==> config.mk <==
export PLATFORM = sky130hd
export DESIGN_NAME = snake_game_master
export DESIGN_NICKNAME = d
export VERILOG_FILES = /design/src/rtl/snake_pkg.sv /design/src/rtl/snake_tick_gen.sv /design/src/rtl/snake_game_master.sv
export SDC_FILE = /design/constraint.sdc
export NUM_CORES = 1
export LEC_CHECK = 0
export ABC_AREA = 1
export CORE_MARGIN = 4
export CORE_UTILIZATION = 40
export CTS_CLUSTER_SIZE = 24
export DETAILED_ROUTE_END_ITERATION = 16
export GPL_ROUTABILITY_DRIVEN = 0
export SETUP_SLACK_MARGIN = 0.4
export SKIP_CTS_REPAIR_TIMING = 1
export SYNTH_ARGS = -nofsm -noshare
export SYNTH_HDL_FRONTEND = slang
export SYNTH_SLANG_ARGS = --single-unit
==> constraint.sdc <==
create_clock -name CLK -period 4.9 [get_ports CLK]
set_input_delay 1.47 -clock CLK [delete_from_list [all_inputs] [get_ports CLK]]
set_output_delay 1.47 -clock CLK [all_outputs]
set_load 0.005 [all_outputs]
==> src/rtl/snake_pkg.sv <==
// Shared encodings for the snake game: master-state and direction codes, and
// a helper that returns the reversal of a direction. The snake position and
// drawing datapath imports the same package so both sides agree on encodings.
package snake_pkg;

  typedef enum logic [1:0] {
    ST_IDLE = 2'b00,
    ST_PLAY = 2'b01,
    ST_WIN  = 2'b10,
    ST_LOSE = 2'b11
  } master_state_e;

  typedef enum logic [1:0] {
    DIR_RIGHT = 2'b00,
    DIR_DOWN  = 2'b01,
    DIR_UP    = 2'b10,
    DIR_LEFT  = 2'b11
  } dir_e;

  function automatic dir_e opposite_dir(input dir_e d);
    case (d)
      DIR_RIGHT: opposite_dir = DIR_LEFT;
      DIR_LEFT:  opposite_dir = DIR_RIGHT;
      DIR_UP:    opposite_dir = DIR_DOWN;
      DIR_DOWN:  opposite_dir = DIR_UP;
      default:   opposite_dir = DIR_RIGHT;
    endcase
  endfunction

endpackage

==> src/rtl/snake_tick_gen.sv <==
// Game-tick generator. Counts clk cycles while enabled and emits a one-cycle
// registered game_tick strobe once per period; the counter is held at zero
// whenever disabled.
// Ports:
//   clk, rst_n  - clock, asynchronous active-low reset
//   en          - count enable (game in PLAY and staying there)
//   reload      - restore the period to TICK_DIV (new game)
//   speed_up    - shorten the period by DIV_STEP (apple eaten)
//   game_tick   - one-cycle strobe
// Macro SNAKE_SPEEDUP_EN: when defined, the period is a register that shrinks
// by DIV_STEP per apple down to MIN_DIV; otherwise it is the constant TICK_DIV.
module snake_tick_gen #(
  parameter int unsigned TICK_DIV = 10000000,
  parameter int unsigned MIN_DIV  = 2000000,
  parameter int unsigned DIV_STEP = 500000
) (
  input  logic clk,
  input  logic rst_n,
  input  logic en,
  input  logic reload,
  input  logic speed_up,
  output logic game_tick
);

  localparam int unsigned CW = $clog2(TICK_DIV + 1);

  logic [CW-1:0] cnt_q, cnt_d;
  logic          tick_q, tick_d;
  logic [CW-1:0] period;
  logic          wrap;

`ifdef SNAKE_SPEEDUP_EN
  // next_q holds the requested period; period_q only adopts it at a wrap so a
  // tick interval in progress is never cut short.
  logic [CW-1:0] period_q, period_d, next_q, next_d;

  always_comb begin
    next_d   = next_q;
    period_d = period_q;
    if (reload) begin
      next_d   = CW'(TICK_DIV);
      period_d = CW'(TICK_DIV);
    end else begin
      if (speed_up) begin
        if (32'(next_q) >= MIN_DIV + DIV_STEP) next_d = next_q - CW'(DIV_STEP);
        else                                  next_d = CW'(MIN_DIV);
      end
      if (en && wrap) period_d = next_d;
    end
  end

  always_ff @(posedge clk or negedge rst_n) begin
    if (!rst_n) begin
      period_q <= CW'(TICK_DIV);
      next_q   <= CW'(TICK_DIV);
    end else begin
      period_q <= period_d;
      next_q   <= next_d;
    end
  end

  assign period = period_q;
`else
  logic speed_unused;
  assign speed_unused = reload ^ speed_up ^ (MIN_DIV > DIV_STEP);
  assign period       = CW'(TICK_DIV);
`endif

  assign wrap = (cnt_q == period - 1'b1);

  always_comb begin
    cnt_d  = '0;
    tick_d = 1'b0;
    if (en) begin
      if (wrap) tick_d = 1'b1;
      else      cnt_d  = cnt_q + 1'b1;
    end
  end

  always_ff @(posedge clk or negedge rst_n) begin
    if (!rst_n) begin
      cnt_q  <= '0;
      tick_q <= 1'b0;
    end else begin
      cnt_q  <= cnt_d;
      tick_q <= tick_d;
    end
  end

  assign game_tick = tick_q;

endmodule

==> src/rtl/snake_game_master.sv <==
// Master sequencer for the snake game: IDLE/PLAY/WIN/LOSE FSM, game-tick
// pacing, button-to-direction translation, apple scoring and timeout.
// Ports:
//   CLK, RESET        - clock, asynchronous active-low reset
//   BTN[3:0]          - debounced buttons: up, down, left, right
//   REACHED_TARGET    - snake head on apple (level)
//   HIT               - collision (level)
//   MASTER_STATE      - 00 idle, 01 play, 10 win, 11 lose
//   NAVIGATION_STATE  - 00 right, 01 down, 10 up, 11 left
//   GAME_TICK         - movement strobe
//   SNAKE_RESET       - return-to-origin strobe
//   APPLE_LOAD        - new apple position strobe
//   SCORE[3:0]        - apples eaten this game (saturating)
// Macro SNAKE_SPEEDUP_EN: tick period shortens with each apple (see tick gen).
module snake_game_master
  import snake_pkg::*;
#(
  parameter int unsigned TICK_DIV      = 10000000,
  parameter int unsigned WIN_SCORE     = 10,
  parameter int unsigned TIMEOUT_TICKS = 200,
  parameter int unsigned MIN_DIV       = 2000000,
  parameter int unsigned DIV_STEP      = 500000
) (
  input  logic       CLK,
  input  logic       RESET,
  input  logic [3:0] BTN,
  input  logic       REACHED_TARGET,
  input  logic       HIT,
  output logic [1:0] MASTER_STATE,
  output logic [1:0] NAVIGATION_STATE,
  output logic       GAME_TICK,
  output logic       SNAKE_RESET,
  output logic       APPLE_LOAD,
  output logic [3:0] SCORE
);

  master_state_e state_q, state_d;
  dir_e          nav_q, nav_d, pend_q, pend_d, press_dir;
  logic          pend_valid_q, pend_valid_d;
  logic [3:0]    score_q, score_d;
  logic [7:0]    timeout_q, timeout_d;
  logic [3:0]    btn_q;
  logic          reached_q;
  logic          snake_reset_q, snake_reset_d;
  logic          apple_load_q, apple_load_d;
  logic [3:0]    press_vec;
  logic          press, apple_edge, tick_en, reload, speed_up, game_tick;

  assign press_vec  = BTN & ~btn_q;
  assign press      = |press_vec;
  assign apple_edge = REACHED_TARGET & ~reached_q;

  always_comb begin
    if      (press_vec[3]) press_dir = DIR_UP;
    else if (press_vec[2]) press_dir = DIR_DOWN;
    else if (press_vec[1]) press_dir = DIR_LEFT;
    else                   press_dir = DIR_RIGHT;
  end

  always_comb begin
    state_d       = state_q;
    nav_d         = nav_q;
    pend_d        = pend_q;
    pend_valid_d  = pend_valid_q;
    score_d       = score_q;
    timeout_d     = timeout_q;
    snake_reset_d = 1'b0;
    apple_load_d  = 1'b0;
    reload        = 1'b0;
    speed_up      = 1'b0;
    case (state_q)
      ST_IDLE: begin
        if (press) begin
          state_d       = ST_PLAY;
          score_d       = '0;
          nav_d         = DIR_RIGHT;
          pend_valid_d  = 1'b0;
          timeout_d     = '0;
          snake_reset_d = 1'b1;
          apple_load_d  = 1'b1;
          reload        = 1'b1;
        end
      end
      ST_PLAY: begin
        if (game_tick) begin
          if (pend_valid_q) nav_d = pend_q;
          pend_valid_d = 1'b0;
          if (timeout_q != '1) timeout_d = timeout_q + 8'd1;
        end
        // Reversal check uses the heading in force after this cycle's tick.
        if (press && press_dir != opposite_dir(nav_d)) begin
          pend_d       = press_dir;
          pend_valid_d = 1'b1;
        end
        if (apple_edge) begin
          if (score_q != '1) score_d = score_q + 4'd1;
          timeout_d = '0;
          speed_up  = 1'b1;
          if (32'(score_d) >= WIN_SCORE) state_d = ST_WIN;
          else                           apple_load_d = 1'b1;
        end else if (game_tick && 32'(timeout_d) >= TIMEOUT_TICKS) begin
          state_d = ST_LOSE;
        end
        if (HIT) begin
          state_d      = ST_LOSE;
          apple_load_d = 1'b0;
        end
      end
      ST_WIN, ST_LOSE: begin
        if (press) state_d = ST_IDLE;
      end
    endcase
  end

  // Counting only while PLAY persists keeps a tick from leaking into WIN/LOSE.
  assign tick_en = (state_q == ST_PLAY) && (state_d == ST_PLAY);

  snake_tick_gen #(
    .TICK_DIV (TICK_DIV),
    .MIN_DIV  (MIN_DIV),
    .DIV_STEP (DIV_STEP)
  ) u_tick_gen (
    .clk       (CLK),
    .rst_n     (RESET),
    .en        (tick_en),
    .reload    (reload),
    .speed_up  (speed_up),
    .game_tick (game_tick)
  );

  always_ff @(posedge CLK or negedge RESET) begin
    if (!RESET) begin
      state_q       <= ST_IDLE;
      nav_q         <= DIR_RIGHT;
      pend_q        <= DIR_RIGHT;
      pend_valid_q  <= 1'b0;
      score_q       <= '0;
      timeout_q     <= '0;
      btn_q         <= '0;
      reached_q     <= 1'b0;
      snake_reset_q <= 1'b0;
      apple_load_q  <= 1'b0;
    end else begin
      state_q       <= state_d;
      nav_q         <= nav_d;
      pend_q        <= pend_d;
      pend_valid_q  <= pend_valid_d;
      score_q       <= score_d;
      timeout_q     <= timeout_d;
      btn_q         <= BTN;
      reached_q     <= REACHED_TARGET;
      snake_reset_q <= snake_reset_d;
      apple_load_q  <= apple_load_d;
    end
  end

  assign MASTER_STATE     = state_q;
  assign NAVIGATION_STATE = nav_q;
  assign GAME_TICK        = game_tick;
  assign SNAKE_RESET      = snake_reset_q;
  assign APPLE_LOAD       = apple_load_q;
  assign SCORE            = score_q;

endmodule

==> flow_summary.toml <==
[status]
status = "completed"

[critical_path]
worstPathRequired_ns = 5.10
crit_start = "BTN[2]"
arrival_ns = 3.34
reg2reg_to = "u_tick_gen.cnt_q[12]"
reg2regPathDepth = 6
timing.critical_path.mode_cell = "nand2_1"
crit_chain = "clkdlybuf4s50_1, inv_1, o21ai_0, nor2_1, nor3_1, nor2_1, inv_1, nand2_1, nand2_1, nand2_1"
path_delay_family = "simple AND/OR/NAND/NOR gates"
r2r-start = "u_tick_gen.cnt_q[0]"
path_class = "in -> reg"
cp_slowest_cell = "clkdlybuf4s50_1"
cp_num_buf_inv = 3
crit_fanout = 8
cp-start-kind = "primary input"
regToRegSetupSlack_ns = 2.78
slowest_delay_ns = 0.47
cp-end-kind = "register"

[hold_path]
hp-class = "reg -> reg"
whs_endpoint = "pend_valid_q"
hp-start = "pend_valid_q"
hold-path-cell-count = 2

[logic_synthesis]
async_flop_share = 1.00
yosys.area.top_type_share = 0.437
yosys-top-cells-area = "dfrtp_1 (44%), nand2_1 (11%), inv_1 (6.9%)"
avgSynthCellArea_um2 = 7.66
yosys-top-cells-count = "nand2_1 (86), inv_1 (54), dfrtp_1 (51), nor2_1 (40), nand3_1 (33)"
seq_area_frac_synth = 0.437
synth_edf_count = 0
yosysTopAreaCell = "dfrtp_1"
yosysUniqueCellTypes = 36
ys_seq_elements = 51
synth_warnings = 0
yosys.cell_count.top_type = "nand2_1"
synth_area_um2 = 2920
ys.flop_type = "dfrtp_1"
netlist_instances = 381
synth_nets = 393

[power_and_ir_drop]
peakVddDrop_mv = 0.187
total_leakage_power_nw = 1.47
fin_total_pwr_w = 0.00111
p_per_area_nw_per_um2 = 340

[floorplan]
die_area_um2 = 8730
die_w_um = 93.4
pin_count = 19
rows = 30
initial_core_util = 0.421
core_region_area_um2 = 6940
die_h_um = 93.4

[global_route]
grt_max_degree = 52
antenna_found_initial = 0
grt_first_pass_wirelength_mm = 10.8
grt_pass1_vias = 2447
grtUsageTotal = 0.152
grt.overflow.total = 0

[place]
placed_cell_area_um2 = 3180
dpl.hpwl_mm = 4.51
port_buffers = 18

[drt]
drc = 0
drt_first_pass_iters = 4
wirelength_mm = 6.10
drtIter0Drc = 136
wl_per_cell_um = 12.2
antenna_left = 0
avgViaCountPerCell = 4.99
vias = 2495

[cts]
cts_buffers = 5
insertion_delay_ns = 0.31
root_buffer = "clkbuf_8"
cts_sinks = 51
htree_levels = 2
clkTransAtPathRegs_ns = 0.10
cts_tree = "built"
cts_buffer_depth = 2

[finish]
multi_input_area_um2 = 1400
register_area_um2 = 1280
fin_nets = 415
fillers = 716
utilization = 0.472
layout-drive-gt1-share = 0.0941
area_growth_pct = 12.1
diodes = 0
postLayoutCellArea_um2 = 3270

[sta]
clock.fmax_mhz = 319
worst_slew_pin_slew_ns = 0.639
setup_viol = 0
tns_ns = 0
hold_ws_ns = 0.483
rsz0062_at_grt = "no"
layout_min_cycle_time_ns = 3.13
clock_skew_ns = 0.0117
slew_headroom = 0.574
finalMaxSlewViolations = 0
hold_viol_final = 0
period_share = 0.640

[flow_run]
drv_cap = 0
[worst max-delay path by stage]
stage          depth (start not counted)                    to
3_5_place_dp                          10          pend_valid_q
2_1_floorplan                          9  u_tick_gen.cnt_q[14]
3_3_place_gp                          10          pend_valid_q
5_1_grt                               10          pend_valid_q
6_report                              10          pend_valid_q
4_1_cts                               10          pend_valid_q
[tightest hold or removal path: stages, from the launching register on]
cell     delay, ns
dfrtp_1       0.36
nand2_1       0.05
nand2_1       0.04
[power breakdown]
part / leakage (nW) / internal [W] / switching (W)
registers: 0.687 / 0.000470 / 0.0000378
clock network: 0.0485 / 0.000103 / 0.000149
logic: 0.736 / 0.000130 / 0.000224
total: 1.47 / 0.000703 / 0.000411
[stage by stage]
step | std cells | setup WS [ns]
CTS | 500 | 1.82
global route | 500 | 1.66
detailed placement | 492 | 1.48
global placement | 492 | 1.53
floorplan | 381 | 2.29
finish | 500 | 1.77
[cell families after synthesis]
kind of cell	share of synthesized area
and+or+nand+nor	0.345
adders and majority gates	0.0171
xor gates and xnor gates	0.0420
DFF	0.437
AOI/OAI and AO/OA	0.0707
buffers and inverters	0.0844
muxes	0.00343
[sequential cells by signal (all words and copies together) (netlist names)]
signal,cells
MASTER_STATE,2
u_tick_gen.cnt_q,24
NAVIGATION_STATE,2
btn_q,4
pend_q,2
timeout_q,8
APPLE_LOAD,1
SCORE,4
SNAKE_RESET,1
pend_valid_q,1
reached_q,1
u_tick_gen.game_tick,1
[cell usage in the layout (no fill, tap or decap), drive strengths merged]
cell type,synthesis,final
nand2,90,90
o21ai,18,18
dfrtp,51,51
nor3b,2,2
nand3b,1,1
o31ai,1,1
a21oi,4,4
nor2,55,55
o21bai,1,1
nand3,35,35
clkdlybuf4s50,0,17
o22ai,6,6
nor4,4,4
ha,4,4
xnor2,2,2
a21o,1,1
clkinv,0,2
clkbuf,1,5
o211ai,2,2
a21boi,1,1
nand4,14,14
a31oi,1,1
nor3,13,13
inv,55,56
xor2,12,12
or2,3,3
buf,3,2
mux2i,1,1
[layout make-up]
type                            instances  share of cell area
Multi-Input combinational cell        271               0.427
Sequential cell                        51               0.390
Inverter                               55              0.0630
Timing Repair Buffer                   19              0.0558
Tap cell                               96              0.0367
Clock buffer                            5              0.0210
Clock inverter                          3             0.00688
[metal layers]
metal | wire length [um] | up-vias | global-route usage
met5 | 0 | - | 0
met4 | 87 | 0 | 0.0549
met3 | 218 | 8 | 0.0265
met2 | 2770 | 50 | 0.243
met1 | 3030 | 1155 | 0.205
li1 | - | 1282 | -
(Power assumes the default switching activity.)
